==> src/rtl/sweep_seq_pkg.sv <==
// rtl/sweep_seq_pkg.sv - shared state encoding and constants for the sweep sequencer
// Contents: one-hot state type, timeout data sentinel, default timing constants.
package sweep_seq_pkg;

    typedef enum logic [7:0] {
        ST_IDLE    = 8'b0000_0001,
        ST_SETTLE  = 8'b0000_0010,
        ST_MEAS    = 8'b0000_0100,
        ST_STORE   = 8'b0000_1000,
        ST_STEP_HI = 8'b0001_0000,
        ST_STEP_LO = 8'b0010_0000,
        ST_EXIT    = 8'b0100_0000,
        ST_DONE    = 8'b1000_0000
    } sweep_state_t;

    // Written in place of a measurement when the measurement block never answers.
    localparam logic [15:0] TIMEOUT_DATA = 16'hFFFF;

    localparam int DEFAULT_N_POINTS     = 16;
    localparam int DEFAULT_SETTLE_CYC   = 50000;   // 1 ms at 50 MHz
    localparam int DEFAULT_MEAS_TIMEOUT = 500000;  // 10 ms at 50 MHz
    localparam int DEFAULT_PULSE_CYC    = 4;

endpackage

==> src/rtl/cycle_timer.sv <==
// rtl/cycle_timer.sv - loadable down-counter with expiry flag
// Ports: clk_50m      system clock
//        rst_n        asynchronous active-low reset (count cleared)
//        load         reload the count from load_val this cycle
//        load_val     value loaded; the timer expires load_val cycles later
//        expired      high while the count is zero
module cycle_timer #(
    parameter int W = 16
) (
    input  logic         clk_50m,
    input  logic         rst_n,
    input  logic         load,
    input  logic [W-1:0] load_val,
    output logic         expired
);

    logic [W-1:0] cnt;

    always_ff @(posedge clk_50m or negedge rst_n) begin
        if (!rst_n) begin
            cnt <= '0;
        end else if (load) begin
            cnt <= load_val;
        end else if (cnt != '0) begin
            cnt <= cnt - W'(1);
        end
    end

    assign expired = (cnt == '0);

endmodule

==> src/rtl/sweep_seq.sv <==
// rtl/sweep_seq.sv - learn-mode frequency sweep sequencer
// Ports: clk_50m, rst_n            clock, asynchronous active-low reset
//        start, abort              sweep request (IDLE only), level abort
//        freq                      current frequency code from the controller
//        meas_done, meas_data      measurement strobe and result
//        learn_en, next_freq       learn-mode level and step pulse to the controller
//        meas_start                one-cycle measurement request
//        wr_en, wr_addr, wr_data   result RAM write port, data = {freq, meas}
//        busy, done, err           status: not idle, end pulse, sticky error
module sweep_seq
    import sweep_seq_pkg::*;
#(
    parameter int N_POINTS     = DEFAULT_N_POINTS,
    parameter int SETTLE_CYC   = DEFAULT_SETTLE_CYC,
    parameter int MEAS_TIMEOUT = DEFAULT_MEAS_TIMEOUT,
    parameter int PULSE_CYC    = DEFAULT_PULSE_CYC
) (
    input  logic                        clk_50m,
    input  logic                        rst_n,
    input  logic                        start,
    input  logic                        abort,
    input  logic [15:0]                 freq,
    input  logic                        meas_done,
    input  logic [15:0]                 meas_data,
    output logic                        learn_en,
    output logic                        next_freq,
    output logic                        meas_start,
    output logic                        wr_en,
    output logic [$clog2(N_POINTS)-1:0] wr_addr,
    output logic [31:0]                 wr_data,
    output logic                        busy,
    output logic                        done,
    output logic                        err
);

    localparam int AW      = $clog2(N_POINTS);
    localparam int CNT_MAX = (SETTLE_CYC > MEAS_TIMEOUT) ? SETTLE_CYC : MEAS_TIMEOUT;
    localparam int CW      = $clog2(CNT_MAX + 1);

    // Timer reload values: a state lasting D cycles loads D-1. MEAS loads the
    // full timeout because its first cycle (the request cycle) never accepts
    // an answer, leaving MEAS_TIMEOUT cycles in which meas_done is honoured.
    // EXIT lasts one extra cycle so done lands PULSE_CYC+1 after learn_en falls.
    localparam logic [CW-1:0] LD_SETTLE = CW'(SETTLE_CYC - 1);
    localparam logic [CW-1:0] LD_MEAS   = CW'(MEAS_TIMEOUT);
    localparam logic [CW-1:0] LD_PULSE  = CW'(PULSE_CYC - 1);
    localparam logic [CW-1:0] LD_EXIT   = CW'(PULSE_CYC);
    localparam logic [AW-1:0] LAST_IDX  = AW'(N_POINTS - 1);

    sweep_state_t  state, state_next;
    logic [AW-1:0] idx, idx_next;
    logic          err_next;
    logic          cap_en;
    logic [15:0]   cap_data;
    logic          timer_load;
    logic [CW-1:0] timer_val;
    logic          timer_expired;

    cycle_timer #(.W(CW)) u_timer (
        .clk_50m  (clk_50m),
        .rst_n    (rst_n),
        .load     (timer_load),
        .load_val (timer_val),
        .expired  (timer_expired)
    );

    always_comb begin
        state_next = state;
        idx_next   = idx;
        err_next   = err;
        cap_en     = 1'b0;
        cap_data   = meas_data;
        case (state)
            ST_IDLE: begin
                if (start) begin
                    state_next = ST_SETTLE;
                    idx_next   = '0;
                    err_next   = 1'b0;
                end
            end
            ST_SETTLE: begin
                if (abort) begin
                    state_next = ST_EXIT;
                    err_next   = 1'b1;
                end else if (timer_expired) begin
                    state_next = ST_MEAS;
                end
            end
            ST_MEAS: begin
                // meas_start is still high only on the request cycle, so a
                // strobe coincident with the request is ignored.
                if (abort) begin
                    state_next = ST_EXIT;
                    err_next   = 1'b1;
                end else if (meas_done && !meas_start) begin
                    cap_en     = 1'b1;
                    state_next = ST_STORE;
                end else if (timer_expired) begin
                    cap_en     = 1'b1;
                    cap_data   = TIMEOUT_DATA;
                    err_next   = 1'b1;
                    state_next = ST_STORE;
                end
            end
            ST_STORE: begin
                if (abort) begin
                    state_next = ST_EXIT;
                    err_next   = 1'b1;
                end else if (idx == LAST_IDX) begin
                    state_next = ST_EXIT;
                end else begin
                    state_next = ST_STEP_HI;
                end
            end
            ST_STEP_HI: begin
                if (abort) begin
                    state_next = ST_EXIT;
                    err_next   = 1'b1;
                end else if (timer_expired) begin
                    state_next = ST_STEP_LO;
                end
            end
            ST_STEP_LO: begin
                if (abort) begin
                    state_next = ST_EXIT;
                    err_next   = 1'b1;
                end else if (timer_expired) begin
                    state_next = ST_SETTLE;
                    idx_next   = idx + AW'(1);
                end
            end
            ST_EXIT: begin
                if (timer_expired) state_next = ST_DONE;
            end
            ST_DONE: begin
                state_next = ST_IDLE;
            end
            default: begin
                state_next = ST_IDLE;
            end
        endcase

        // Every state change restarts the timer with the new state's duration.
        timer_load = (state_next != state);
        case (state_next)
            ST_SETTLE:             timer_val = LD_SETTLE;
            ST_MEAS:               timer_val = LD_MEAS;
            ST_STEP_HI, ST_STEP_LO: timer_val = LD_PULSE;
            ST_EXIT:               timer_val = LD_EXIT;
            default:               timer_val = '0;
        endcase
    end

    // Outputs are registered from the next state so they line up with the
    // state they describe.
    always_ff @(posedge clk_50m or negedge rst_n) begin
        if (!rst_n) begin
            state      <= ST_IDLE;
            idx        <= '0;
            err        <= 1'b0;
            learn_en   <= 1'b0;
            next_freq  <= 1'b0;
            meas_start <= 1'b0;
            wr_en      <= 1'b0;
            wr_addr    <= '0;
            wr_data    <= '0;
            busy       <= 1'b0;
            done       <= 1'b0;
        end else begin
            state      <= state_next;
            idx        <= idx_next;
            err        <= err_next;
            learn_en   <= state_next inside {ST_SETTLE, ST_MEAS, ST_STORE, ST_STEP_HI, ST_STEP_LO};
            next_freq  <= (state_next == ST_STEP_HI);
            meas_start <= (state_next == ST_MEAS) && (state != ST_MEAS);
            wr_en      <= (state_next == ST_STORE);
            busy       <= (state_next != ST_IDLE);
            done       <= (state_next == ST_DONE);
            if (state_next == ST_STORE) wr_addr <= idx;
            if (cap_en) wr_data <= {freq, cap_data};
        end
    end

endmodule

==> config.mk <==
export PLATFORM = sky130hd
export DESIGN_NAME = sweep_seq
export DESIGN_NICKNAME = d
export VERILOG_FILES = /design/src/rtl/sweep_seq_pkg.sv /design/src/rtl/cycle_timer.sv /design/src/rtl/sweep_seq.sv
export SDC_FILE = /design/constraint.sdc
export NUM_CORES = 1
export LEC_CHECK = 0
export CORE_ASPECT_RATIO = 0.5
export CORE_MARGIN = 2
export CORE_UTILIZATION = 53
export DETAILED_ROUTE_END_ITERATION = 8
export GPL_ROUTABILITY_DRIVEN = 0
export PLACE_DENSITY = 0.84
export SLEW_MARGIN = 30
export SYNTH_ARGS = -nofsm -noshare
export SYNTH_HDL_FRONTEND = slang
export SYNTH_SLANG_ARGS = --single-unit
==> constraint.sdc <==
create_clock -name clk_50m -period 3.65 [get_ports clk_50m]
set_input_delay 0.73 -clock clk_50m [delete_from_list [all_inputs] [get_ports clk_50m]]
set_output_delay 0.73 -clock clk_50m [all_outputs]
set_load 0.005 [all_outputs]
==> impl_metrics.env <==
export IMPL_outcome="complete, no violations"
export IMPL_gr_usage_met1=0.300
export IMPL_ant_nets=0
export IMPL_postCtsSetupBuffers=0
export IMPL_yosysTopAreaCell="dfrtp_1"
export IMPL_finalHoldViolCount=0
export IMPL_max_cap_viol_count=0
export IMPL_critPathCaptureType="register"
export IMPL_yosys_area_share_simple=0.238
export IMPL_clk_pin_slew_ns=0.05
export IMPL_synth_area_leaders="dfrtp_1, nand2_1, o22a_1"
export IMPL_layout_setup_ws_ns=0.775
export IMPL_yosysSeqAreaShare=0.552
export IMPL_use_met2=0.450
export IMPL_drt_total_wl_mm=8.41
export IMPL_min_path_type="register to register"
export IMPL_syn_cell_area_mm2=0.00336
export IMPL_core_mm2=0.00611
export IMPL_grt_overflow_total=0
export IMPL_final_area_mm2=0.00452
export IMPL_drt_vias_per_instance=5.66
export IMPL_clock_path_buffers=2
export IMPL_synth_common_cells="dfrtp_1, nand2_1, nor2_1"
export IMPL_synth_top_family_by_area="simple AND/OR/NAND/NOR gates"
export IMPL_synth_most_common_cell="dfrtp_1"
export IMPL_grt_usage=0.260
export IMPL_dieArea_mm2=0.00703
export IMPL_min_period_ns=2.87
export IMPL_crit_arrival_ns=3.09
export IMPL_synthCells=332
export IMPL_final_setup_viol_count=0
export IMPL_pre_cts_ws_ns=0.486
export IMPL_tightestPinTransition_ns=0.709
export IMPL_post_cts_resized=0
export IMPL_cellPowerDensity_mw_per_mm2=596
export IMPL_critPathMaxFanout=9
export IMPL_dp_hpwl_mm=5.70
export IMPL_worstPathRequired_ns=3.86
export IMPL_drive_gt1_frac=0.0764
export IMPL_synth_avg_cell_area_um2=10.1
export IMPL_area_growth_pct=34.6
export IMPL_ioPinCount=80
export IMPL_rows=20
export IMPL_rsz0062_at_grt="no"
export IMPL_async_flop_share=1.00
export IMPL_crit_type="input port to register"
export IMPL_synthAdderAreaFrac=0.00745
export IMPL_clock_latency_ns=0.34
export IMPL_maxSlewHeadroom=0.526
export IMPL_synthFlopType="dfrtp_1"
export IMPL_die_h_um=60.3
export IMPL_synth_fp_nets=371
export IMPL_cts_sinks=74
export IMPL_ys_warn_count=0
export IMPL_grt_antenna_before_repair=0
export IMPL_post_route_period_util=0.788
export IMPL_synth_xor_area_frac=0.0521
export IMPL_cp_start_kind="input port"
export IMPL_grt_pass1_wl_mm=13.6
export IMPL_start_util=0.550
export IMPL_finalSetupTns_ns=0
export IMPL_fin_skew_ns=0.00504
export IMPL_muxShareOfSynthArea=0.00335
export IMPL_cts_buffers_inserted=9
export IMPL_wl_per_cell_um=16.6
export IMPL_synth_ff_latch_count=74
export IMPL_cts_root_buffer="clkbuf_16"
export IMPL_drt_initial_drc_count=208
export IMPL_synth_top_area_share=0.544
export IMPL_vias=2871
export IMPL_grt_max_degree=75
export IMPL_cts_tree="done"
export IMPL_hold_buffers=0
export IMPL_die_x_um=117
export IMPL_drc=0
export IMPL_synth_edf_count=0
export IMPL_fmax_mhz=348
export IMPL_p_leak_nw=2.07
export IMPL_first_pass_iters=5
export IMPL_cts_htree_levels=3
export IMPL_grt_pass1_vias=2877
export IMPL_met3_usage=0.109
export IMPL_yosysUniqueCellTypes=46
export IMPL_fin_nets=455
export IMPL_port_buffers=79
export IMPL_slew_viol_final=0
export IMPL_antenna_cells=0
export IMPL_synth_compound_area_frac=0.122
export IMPL_top_usage_layer="met2"
export IMPL_placed_area_mm2=0.00424
export IMPL_vdd_drop_max_mv=0.310
## sequential cells by signal (all words and copies together) (netlist names)
signal / count
wr_en: 1
done: 1
wr_data: 32
learn_en: 1
err: 1
next_freq: 1
meas_start: 1
wr_addr: 4
u_timer.cnt: 19
busy: 1
state: 8
idx: 4
## final timing paths
| check | cells past startpoint | endpoint | startpoint | slack, ns |
|---|---|---|---|---|
| setup / recovery | 7 | learn_en | abort | 0.78 |
| hold reg to reg | 2 | wr_data[18] | wr_data[18] | 0.48 |
| setup reg to reg | 8 | learn_en | u_timer.cnt[0] | 0.91 |
| min in group asynchronous | 2 | wr_data[14] | rst_n | 0.49 |
| hold / removal | 2 | wr_data[18] | wr_data[18] | 0.48 |
| max in group asynchronous | 2 | u_timer.cnt[11] | rst_n | 2.68 |
## critical path, cell delays in order
cell	delay, ns
clkdlybuf4s50_1	0.64
nor3b_1	0.09
o211ai_1	0.22
o21ai_0	0.24
o21ai_0	0.34
or4b_1	0.47
or3b_1	0.36
## per-stage QoR
stage                     total power [mW]  utilization  cells  hold slack (ns)
after floorplan                       1.59            -    332            0.434
after global placement                1.82        0.695    493            0.457
after detailed placement              1.85        0.695    493            0.468
after CTS                             2.69        0.740    507            0.482
after global routing                  2.83        0.741    507            0.515
final                                 2.70        0.741    507            0.479
## power breakdown
| part | leakage (nW) | internal (mW) | switching, mW | total, mW |
|---|---|---|---|---|
| logic | 0.941 | 0.366 | 0.433 | 0.800 |
| clock network | 0.138 | 0.517 | 0.321 | 0.838 |
| registers | 0.989 | 0.934 | 0.124 | 1.06 |
## metal layers
layer  wire (µm)  vias up
li1            -     1326
met1        3410     1420
met2        4190      111
met3         675       14
met4         137        0
met5           0        -
## cell families after synthesis
family | count (synthesis)
AND/OR/NAND/NOR | 159
flip-flops | 74
AO/OA/AOI/OAI | 56
XOR/XNOR | 20
buffers and inverters | 20
adder cells (fa/ha/maj) | 2
multiplexers | 1
## final cells by class
class / instances / area (µm²)
Clock inverter: 4 / 45.0
Fill cell: 435 / 1580
Inverter: 8 / 30.0
Multi-Input combinational cell: 238 / 1420
Clock buffer: 10 / 229
Tap cell: 88 / 110
Sequential cell: 74 / 1850
Timing Repair Buffer: 85 / 835
## placed cells by master (no fill, tap or decap), drive strengths merged, types with 8 or more instances in the layout
cell,synthesis,routed
clkdlybuf4s50,0,78
dfrtp,73,73
nand2,71,71
nor2,28,28
o22a,17,17
o21ai,13,13
nand3,11,11
xor2,10,10
xnor2,10,10
clkbuf,4,10
inv,8,8
a21oi,8,8
nor3,8,8
nand4,8,8
nor4,8,8
Power figures use the tool's default switching activity.
